## src/rtl/fir_pkg.sv

```systemverilog
// Shared types, defaults and width helpers for the TDM multi-channel FIR.
// Saturation is selected at build time with the FIR_SAT_EN macro.
package fir_pkg;

  typedef enum logic [1:0] {
    IDLE,
    MAC,
    OUT
  } fir_state_t;

  localparam int DEF_TAPS     = 16;
  localparam int DEF_BIT_PREC = 16;
  localparam int DEF_CHANNELS = 4;

  // Full product width plus enough guard bits to sum every tap without overflow.
  function automatic int fir_acc_w(input int bit_prec, input int taps);
    return 2 * bit_prec + $clog2(taps);
  endfunction

  typedef logic signed [DEF_BIT_PREC-1:0]                        sample_t;
  typedef logic signed [DEF_BIT_PREC-1:0]                        coef_t;
  typedef logic signed [fir_acc_w(DEF_BIT_PREC, DEF_TAPS)-1:0]   acc_t;

endpackage

```

## src/rtl/fir_mac_unit.sv

```systemverilog
// Shared multiply-accumulate datapath with round-half-up output shift.
// FIR_SAT_EN builds an output clamp; otherwise the result wraps to OUT_W.
module fir_mac_unit
  import fir_pkg::*;
#(
  parameter int BIT_PREC  = DEF_BIT_PREC,
  parameter int OUT_W     = 16,
  parameter int OUT_SHIFT = 15,
  parameter int ACC_W     = fir_acc_w(DEF_BIT_PREC, DEF_TAPS)
) (
  input  logic                       clk,
  input  logic                       rst,
  input  logic                       clr,
  input  logic                       en,
  input  logic signed [BIT_PREC-1:0] coef,
  input  logic signed [BIT_PREC-1:0] sample,
  output logic signed [OUT_W-1:0]    result
);

  localparam logic signed [ACC_W-1:0] RND_BIAS = ACC_W'(1) << (OUT_SHIFT - 1);
`ifdef FIR_SAT_EN
  localparam logic signed [ACC_W-1:0] OUT_MAX  = (ACC_W'(1) << (OUT_W - 1)) - ACC_W'(1);
  localparam logic signed [ACC_W-1:0] OUT_MIN  = -(ACC_W'(1) << (OUT_W - 1));
`endif

  logic signed [2*BIT_PREC-1:0] prod;
  logic signed [ACC_W-1:0]      prod_ext;
  logic signed [ACC_W-1:0]      acc;

  function automatic logic signed [ACC_W-1:0] round_shift(input logic signed [ACC_W-1:0] a);
    return (a + RND_BIAS) >>> OUT_SHIFT;
  endfunction

  function automatic logic signed [OUT_W-1:0] reduce_out(input logic signed [ACC_W-1:0] r);
`ifdef FIR_SAT_EN
    if (r > OUT_MAX) return OUT_W'(OUT_MAX);
    if (r < OUT_MIN) return OUT_W'(OUT_MIN);
`endif
    return OUT_W'(r);
  endfunction

  assign prod     = coef * sample;
  assign prod_ext = {{(ACC_W - 2*BIT_PREC){prod[2*BIT_PREC-1]}}, prod};

  always_ff @(posedge clk or posedge rst) begin
    if (rst)     acc <= '0;
    else if (clr) acc <= '0;
    else if (en)  acc <= acc + prod_ext;
  end

  assign result = reduce_out(round_shift(acc));

endmodule

```

## src/rtl/fir_tdm.sv

```systemverilog
// Time-multiplexed multi-channel FIR: control FSM, per-channel circular
// histories and a shared run-time coefficient bank around one MAC unit.
module fir_tdm
  import fir_pkg::*;
#(
  parameter int BIT_PREC  = DEF_BIT_PREC,
  parameter int TAPS      = DEF_TAPS,
  parameter int CHANNELS  = DEF_CHANNELS,
  parameter int OUT_W     = 16,
  parameter int OUT_SHIFT = 15,
  localparam int CH_W     = (CHANNELS > 1) ? $clog2(CHANNELS) : 1,
  localparam int AW       = $clog2(TAPS)
) (
  input  logic                       clk,
  input  logic                       rst,
  input  logic                       in_valid,
  output logic                       in_ready,
  input  logic [CH_W-1:0]            in_chan,
  input  logic signed [BIT_PREC-1:0] in_sample,
  input  logic                       coef_we,
  input  logic [AW-1:0]              coef_addr,
  input  logic signed [BIT_PREC-1:0] coef_data,
  output logic                       coef_drop,
  output logic                       out_valid,
  input  logic                       out_ready,
  output logic [CH_W-1:0]            out_chan,
  output logic signed [OUT_W-1:0]    out_sample,
  output logic                       busy
);

  localparam int ACC_W = fir_acc_w(BIT_PREC, TAPS);
  localparam int KW    = $clog2(TAPS + 1);

  fir_state_t                 state;
  logic [KW-1:0]              k;
  logic [CH_W-1:0]            ch_r;
  logic [AW-1:0]              wp   [CHANNELS];
  logic signed [BIT_PREC-1:0] hist [CHANNELS][TAPS];
  logic signed [BIT_PREC-1:0] coef [TAPS];

  logic                       chan_ok;
  logic                       accept;
  logic                       mac_en;
  logic [AW-1:0]              tap_idx;
  logic [AW-1:0]              rd_idx;
  int                         rd_tmp;
  logic signed [OUT_W-1:0]    mac_result;

  assign in_ready = (state == IDLE);
  assign busy     = (state != IDLE);
  assign chan_ok  = int'(in_chan) < CHANNELS;
  assign accept   = in_ready && in_valid && chan_ok;
  // k runs one past the last tap so the final product lands before the output is captured.
  assign mac_en   = (state == MAC) && (k != KW'(TAPS));
  assign tap_idx  = (k == KW'(TAPS)) ? '0 : AW'(k);

  // Tap k reads the sample written k acceptances ago on this channel.
  always_comb begin
    rd_tmp = int'(wp[ch_r]) - int'(k);
    if (rd_tmp < 0) rd_tmp = rd_tmp + TAPS;
    rd_idx = AW'(rd_tmp);
  end

  fir_mac_unit #(
    .BIT_PREC  (BIT_PREC),
    .OUT_W     (OUT_W),
    .OUT_SHIFT (OUT_SHIFT),
    .ACC_W     (ACC_W)
  ) u_mac (
    .clk    (clk),
    .rst    (rst),
    .clr    (accept),
    .en     (mac_en),
    .coef   (coef[tap_idx]),
    .sample (hist[ch_r][rd_idx]),
    .result (mac_result)
  );

  always_ff @(posedge clk or posedge rst) begin
    if (rst) begin
      state      <= IDLE;
      k          <= '0;
      ch_r       <= '0;
      out_valid  <= 1'b0;
      out_chan   <= '0;
      out_sample <= '0;
      coef_drop  <= 1'b0;
      for (int c = 0; c < CHANNELS; c++) begin
        wp[c] <= '0;
        for (int t = 0; t < TAPS; t++) hist[c][t] <= '0;
      end
      for (int t = 0; t < TAPS; t++) coef[t] <= '0;
    end else begin
      coef_drop <= coef_we && (state != IDLE);
      if (coef_we && state == IDLE) coef[coef_addr] <= coef_data;
      case (state)
        IDLE: begin
          if (accept) begin
            hist[in_chan][wp[in_chan]] <= in_sample;
            ch_r  <= in_chan;
            k     <= '0;
            state <= MAC;
          end
        end
        MAC: begin
          if (k == KW'(TAPS)) begin
            out_sample <= mac_result;
            out_chan   <= ch_r;
            out_valid  <= 1'b1;
            state      <= OUT;
          end else begin
            k <= k + KW'(1);
          end
        end
        OUT: begin
          if (out_ready) begin
            out_valid <= 1'b0;
            wp[ch_r]  <= (wp[ch_r] == AW'(TAPS - 1)) ? '0 : wp[ch_r] + AW'(1);
            state     <= IDLE;
          end
        end
        default: state <= IDLE;
      endcase
    end
  end

endmodule

```

## config.mk

```make
export PLATFORM = sky130hd
export DESIGN_NAME = fir_tdm
export DESIGN_NICKNAME = d
export VERILOG_FILES = /design/src/rtl/fir_pkg.sv /design/src/rtl/fir_mac_unit.sv /design/src/rtl/fir_tdm.sv
export SDC_FILE = /design/constraint.sdc
export NUM_CORES = 2
export LEC_CHECK = 0
export CAP_MARGIN = 10
export CORE_MARGIN = 2
export CORE_UTILIZATION = 52
export CTS_CLUSTER_DIAMETER = 60
export DETAILED_ROUTE_END_ITERATION = 6
export DONT_BUFFER_PORTS = 1
export PLACE_DENSITY = 0.69
export SLEW_MARGIN = 25
export SYNTH_ARGS = -nofsm -noshare
export SYNTH_HDL_FRONTEND = slang
export SYNTH_SLANG_ARGS = --single-unit
```

## constraint.sdc

```tcl
create_clock -name clk -period 104.2 [get_ports clk]
set_input_delay 10.42 -clock clk [delete_from_list [all_inputs] [get_ports clk]]
set_output_delay 10.42 -clock clk [all_outputs]
set_load 0.005 [all_outputs]
```

# After elaboration in Yosys (flattened, before gate mapping)

Index checks and enable logic that the tools add are counted.

Register bits after elaboration: 1361
Input bits: 43
Logic and storage cells: 185

$add $sub $neg: 6
Multiply operators: 1
$lt $le $gt $ge: 11
Eq/ne operators: 9
Muxes and demuxes: 41
Bitwise gates (word level): 6
Reduce and logical (&&, ||, !) cells: 19

Operators with widths:

| cell                                                                 | number |
|---|---|
| 1024-bit bitwise mux                                                 | 1 |
| 256-bit two-way mux                                                  | 3 |
| 256-bit binary-select mux with 2-bit select                          | 1 |
| 256-bit demux with 2-bit select                                      | 1 |
| 256-bit bitwise mux                                                  | 1 |
| 16-bit binary-select mux with 4-bit select                           | 2 |
| 16-bit demux with 4-bit select                                       | 2 |
| 16-bit two-way mux                                                   | 6 |
| 36-bit two-way mux                                                   | 2 |
| 36-bit by 32-bit adder with 36-bit output                            | 1 |
| 16-bit by 16-bit multiplier with 32-bit output                       | 1 |
| 4-bit two-way mux                                                    | 8 |
| 31-bit by 16-bit adder with 31-bit output, second input constant     | 1 |
| 5-bit greater-or-equal comparator, second input constant             | 4 |
| 4-bit inverter with 5-bit output                                     | 4 |
| 4-bit binary-select mux with 2-bit select                            | 2 |
| 16-bit bitwise mux                                                   | 1 |
| 5-bit by 1-bit < comparator with 1-bit output, second input constant | 2 |
| 5-bit two-way mux                                                    | 2 |
| 5-bit case mux with 2 select lines                                   | 1 |
| 3-bit AND reduction                                                  | 3 |
| 4-bit by 1-bit adder with 4-bit output, second input constant        | 2 |
| 4-bit demux with 2-bit select                                        | 1 |
| 1-bit logical AND                                                    | 8 |
| 20 further kinds                                                     | 33 |

# Longest topological paths before layout

Depth in word-level cells: 15
Mapped depth: 41

# Cells and area by module

Synthesis repeated with hierarchy kept, for this count alone.

Cell total of the unflattened synthesis: 5349
Area total of the unflattened synthesis: 72913.7 um2

By module, submodules not included:

| module       | times used | cells an instance | area an instance (um2) | seq. area each (um2) |
|---|---|---|---|---|
| fir_tdm      | 1          | 4025              | 60694.5                | 33156.8 |
| fir_mac_unit | 1          | 1324              | 12219.2                | 775.7 |

# Worst setup path before layout

Ideal clock, no wire load.

Path type: in2reg
Start point: input in_chan[0]
End point: register hist[640] (netlist bit)
Setup time: 125 ps
Arrival time: 12645 ps
Slack: 91430 ps
Stages: 8
Path through: clkbuf_1 -> mux4_2 -> nand2b_1 -> inv_1 -> nand2_1 -> nor2_1 -> clkbuf_1 -> mux2_2

Longest elaborated chain between the ends: 12

Ends and longest elaborated chain:

| element                                                                                                                  | line          | RTL |
|---|---|---|
| start, declared                                                                                                          | fir_tdm.sv:18 | `input logic [CH_W-1:0] in_chan,` |
| 2-bit inverter with 3-bit output (not written as such) (*)                                                               | fir_tdm.sv:99 | `hist[in_chan][wp[in_chan]] <= in_sample;` |
| 4-bit binary-select mux with 2-bit select                                                                                | fir_tdm.sv:99 |  |
| 4-bit two-way mux (not written as such) (2 in series)                                                                    | fir_tdm.sv:99 |  |
| 4-bit inverter with 5-bit output (not written as such)                                                                   | fir_tdm.sv:99 |  |
| 5-bit greater-or-equal comparator (not written as such) or 5-bit by 1-bit < comparator with 1-bit output (tied branches) | fir_tdm.sv:99 |  |
| 1-bit logical AND (not written as such)                                                                                  | fir_tdm.sv:99 |  |
| 16-bit two-way mux (not written as such)                                                                                 | fir_tdm.sv:99 |  |
| 16-bit demux with 4-bit select                                                                                           | fir_tdm.sv:99 |  |
| 256-bit two-way mux (not written as such)                                                                                | fir_tdm.sv:99 |  |
| 256-bit demux with 2-bit select (*)                                                                                      | fir_tdm.sv:99 |  |
| 1024-bit bitwise mux (*)                                                                                                 | fir_tdm.sv:99 |  |
| end signal, assigned by index                                                                                            | fir_tdm.sv:99 |  |
| end, declared                                                                                                            | fir_tdm.sv:38 | `logic signed [BIT_PREC-1:0] hist [CHANNELS][TAPS];` |

Mark *: on every way between the ends. The rest lies on a longest branch, timed or not. The select of a mux whose other input is x is not followed.
A chain may end at the register's enable or synchronous reset.

==> flow_summary.toml <==
[run_status]
status = "finished clean"

[yosys]
synth_area_mm2 = 0.0723
synth.ff_latch_count = 1356
synth_top_family_by_area = "multiplexers"
synth.area.top_cells = "dfrtp_1, mux2_2, mux4_2, fa_1, mux2i_1"
synthSimpleGateAreaFrac = 0.0345
synth_xor_xnor_area_share = 0.00788
synth-edff-count = 0
synth-main-ff-cell = "dfrtp_1"
synthDominantCellAreaShare = 0.469
synthAdderAreaFrac = 0.0969
async_flop_share = 1.00
yosysWarnings = 0
synth_mux_area_frac = 0.338
yosysTopAreaCell = "dfrtp_1"
yosysSeqAreaShare = 0.469
syn_nets = 5449
syn_area_per_cell_um2 = 14.4
ys_types = 56
synth_cells = 5018
synth_compound_area_frac = 0.0122

[timing]
worst_pin_slew_ps = 1110
finalSetupTns_ps = 0
hold_ws_ps = 497
clock_skew_ps = 35.9
rsz0062_at_grt = "no"
post-route-period-util = 0.127
min_period_ps = 13260
setup_viol = 0
final_max_slew_viol_count = 0
fmax_mhz = 75.4
setup_slack_ps = 90950
slew_headroom = 0.260
hold_viol = 0

[cts]
post_cts_buffers = 0
tritoncts = "done"
cts.sinks = 1356
cts.path.max_buffers = 3
holdBufCountCts = 0
clockRootBuffer = "clkbuf_16"
clock_latency_ps = 800
cts.htree.levels = 4
cts_resized = 0
cts_buffers = 149
clkTransAtPathRegs_ps = 60

[drt]
remaining_drc_errors = 0
dr.pass1.iters = 7
wl_mm = 171
drt_iter0_drc = 2584
viasPerCell = 5.98
ant_nets = 0
wl_per_cell_um = 25.1
vias = 40600

[power_and_ir_drop]
intPower_mw = 1.23
p_leak_nw = 38.5
combinationalPowerShare = 0.385
irDropWorstVdd_mv = 0.0345
p_per_area_mw_per_mm2 = 24.3
p_seq_frac = 0.336
clkPwrFrac = 0.278
p_sw_uw = 690
switching_share = 0.360

[floorplan]
fp.dieW_um = 377
start_util = 0.525
rows = 136
core_area_mm2 = 0.138
io_pins = 65
die_y_um = 377
die-area_mm2 = 0.142

[global_route]
antenna_found_initial = 6
grt_first_pass_wirelength_mm = 267
grt_usage = 0.248
grt_pass1_vias = 43700
overflow = 0
grt_max_degree = 192

[placement]
gp_congestion = 0.856
dp.cells = 6530
place_ws_ps = 89830
portBuffers = 0
place_area_mm2 = 0.0738
dp_hpwl_mm = 106

[cells_and_area]
multiInputGateArea_mm2 = 0.0356
nets = 5320
seqCellArea_mm2 = 0.0339
final_cells = 6796
drive_gt1_frac = 0.407
finalInstanceArea_mm2 = 0.0789
fillers = 10800
syn_to_final_growth_pct = 9.11

[worst_setup_path]
crit_type = "input port to async pin"
r2r-start = "ch_r[1]"
cp_max_fo = 172
cpMostUsedCell = "buf_4"
cp_top_family = "buffers and inverters"
required_ps = 105020
path_buf_inv = 5
arrival_ps = 14080
cp_slowest_cell = "buf_4"
start_kind = "input port"
cp-end-kind = "async pin"
cp_slowest_stage_delay_ps = 770
path_cells = "inv_8 -> buf_4 -> buf_4 -> buf_12 -> buf_4"
startpoint = "rst"

[worst_hold_path]
min_path_type = "flop to flop"
worstHoldStart = "hist[110]"

[flow_run]
drv_cap = 0
## placed cells by master (no fill, tap or decap), drive strengths merged, types with 61 or more instances in the layout
cell type	n
buf	91
clkbuf	215
ha	102
dfrtp	1356
mux4	366
o21ai	61
nor2	81
mux2	1301
nand2	241
and2	102
mux2i	149
inv	361
fa	286
## worst paths after layout
check | to | slack, ps | cells past startpoint
worst max-delay path | hist[509] | 90950 | 5
worst min-delay path | hist[110] | 500 | 1
worst max register to register | u_mac.acc[29] | 92600 | 29
worst min register to register | hist[110] | 500 | 1
max in group clk | hist[315] | 91470 | 5
min in group asynchronous | out_sample[2] | 9600 | 1
## power groups by stage
stage | sequential (mW) | combinational (mW) | clock, mW
floorplan | 0.634 | 0.575 | 0
global placement | 0.651 | 0.735 | 0
detailed placement | 0.654 | 0.745 | 0
CTS | 0.645 | 0.748 | 0.543
global route | 0.653 | 0.816 | 0.565
finish | 0.644 | 0.737 | 0.533
## metal layers
| layer | up-vias | global-route usage | wire [µm] |
|---|---|---|---|
| met2 | 806 | 0.419 | 85700 |
| met5 | - | 0 | 0 |
| li1 | 17400 | - | - |
| met3 | 254 | 0.0428 | 8170 |
| met4 | 0 | 0.0777 | 4480 |
| met1 | 22200 | 0.329 | 72500 |
## synth_stat cells, types with 2 or more instances
master     count
a2111oi_0      2
o21a_1         3
buf_6         10
nor3_1        11
mux2_2      1301
xnor2_1       32
nand2_2        2
nor3b_1        3
mux4_2       349
nand3b_1       2
o21bai_1       2
clkbuf_1     268
fa_1         286
nand2_1      239
or2_2          5
ha_1         102
a21o_1        17
inv_1        351
a211oi_1       2
and2_1       102
or3_1          3
dfrtp_1     1356
buf_4         11
and3_1         6
xor2_1        28
mux4_1        17
nand4_1        5
a22o_1         8
nand3_1       35
a31oi_1        6
buf_12         5
nor2_1        81
buf_1         43
nor2b_1       21
buf_2         34
a221oi_1       9
and4_1         3
o21ai_0       59
mux2i_1      149
a21oi_1       22
nand2b_1      13
## area by class of cell
type                            instances  share of cell area
Clock buffer                          215              0.0551
Tap cell                             1794              0.0285
Antenna cell                            3           0.0000952
Sequential cell                      1356               0.430
Clock inverter                         46             0.00828
Multi-Input combinational cell       2939               0.451
Inverter                              352              0.0168
Timing Repair Buffer                   91             0.00974
## registers in the layout, summed over array words and instances, names as in the netlist
| register | count |
|---|---|
| out_valid | 1 |
| hist | 1024 |
| state | 2 |
| coef | 256 |
| out_chan | 2 |
| ch_r | 2 |
| coef_drop | 1 |
| k | 5 |
| out_sample | 16 |
| wp | 16 |
| u_mac.acc | 31 |
## per-stage QoR
stage / utilization / power, mW
after global placement: 0.536 / 1.39
after detailed placement: 0.536 / 1.40
after CTS: 0.572 / 1.94
after global routing: 0.573 / 2.03
final: 0.573 / 1.91
after floorplan: - / 1.21
## cell families after synthesis
logic type / count (synthesis)
AOI/OAI and AO/OA: 140
xor gates and xnor gates: 62
adders and majority gates: 388
buffers and inverters: 723
DFF: 1356
muxes: 1816
and+or+nand+nor: 533
Power figures use the tool's default switching activity.
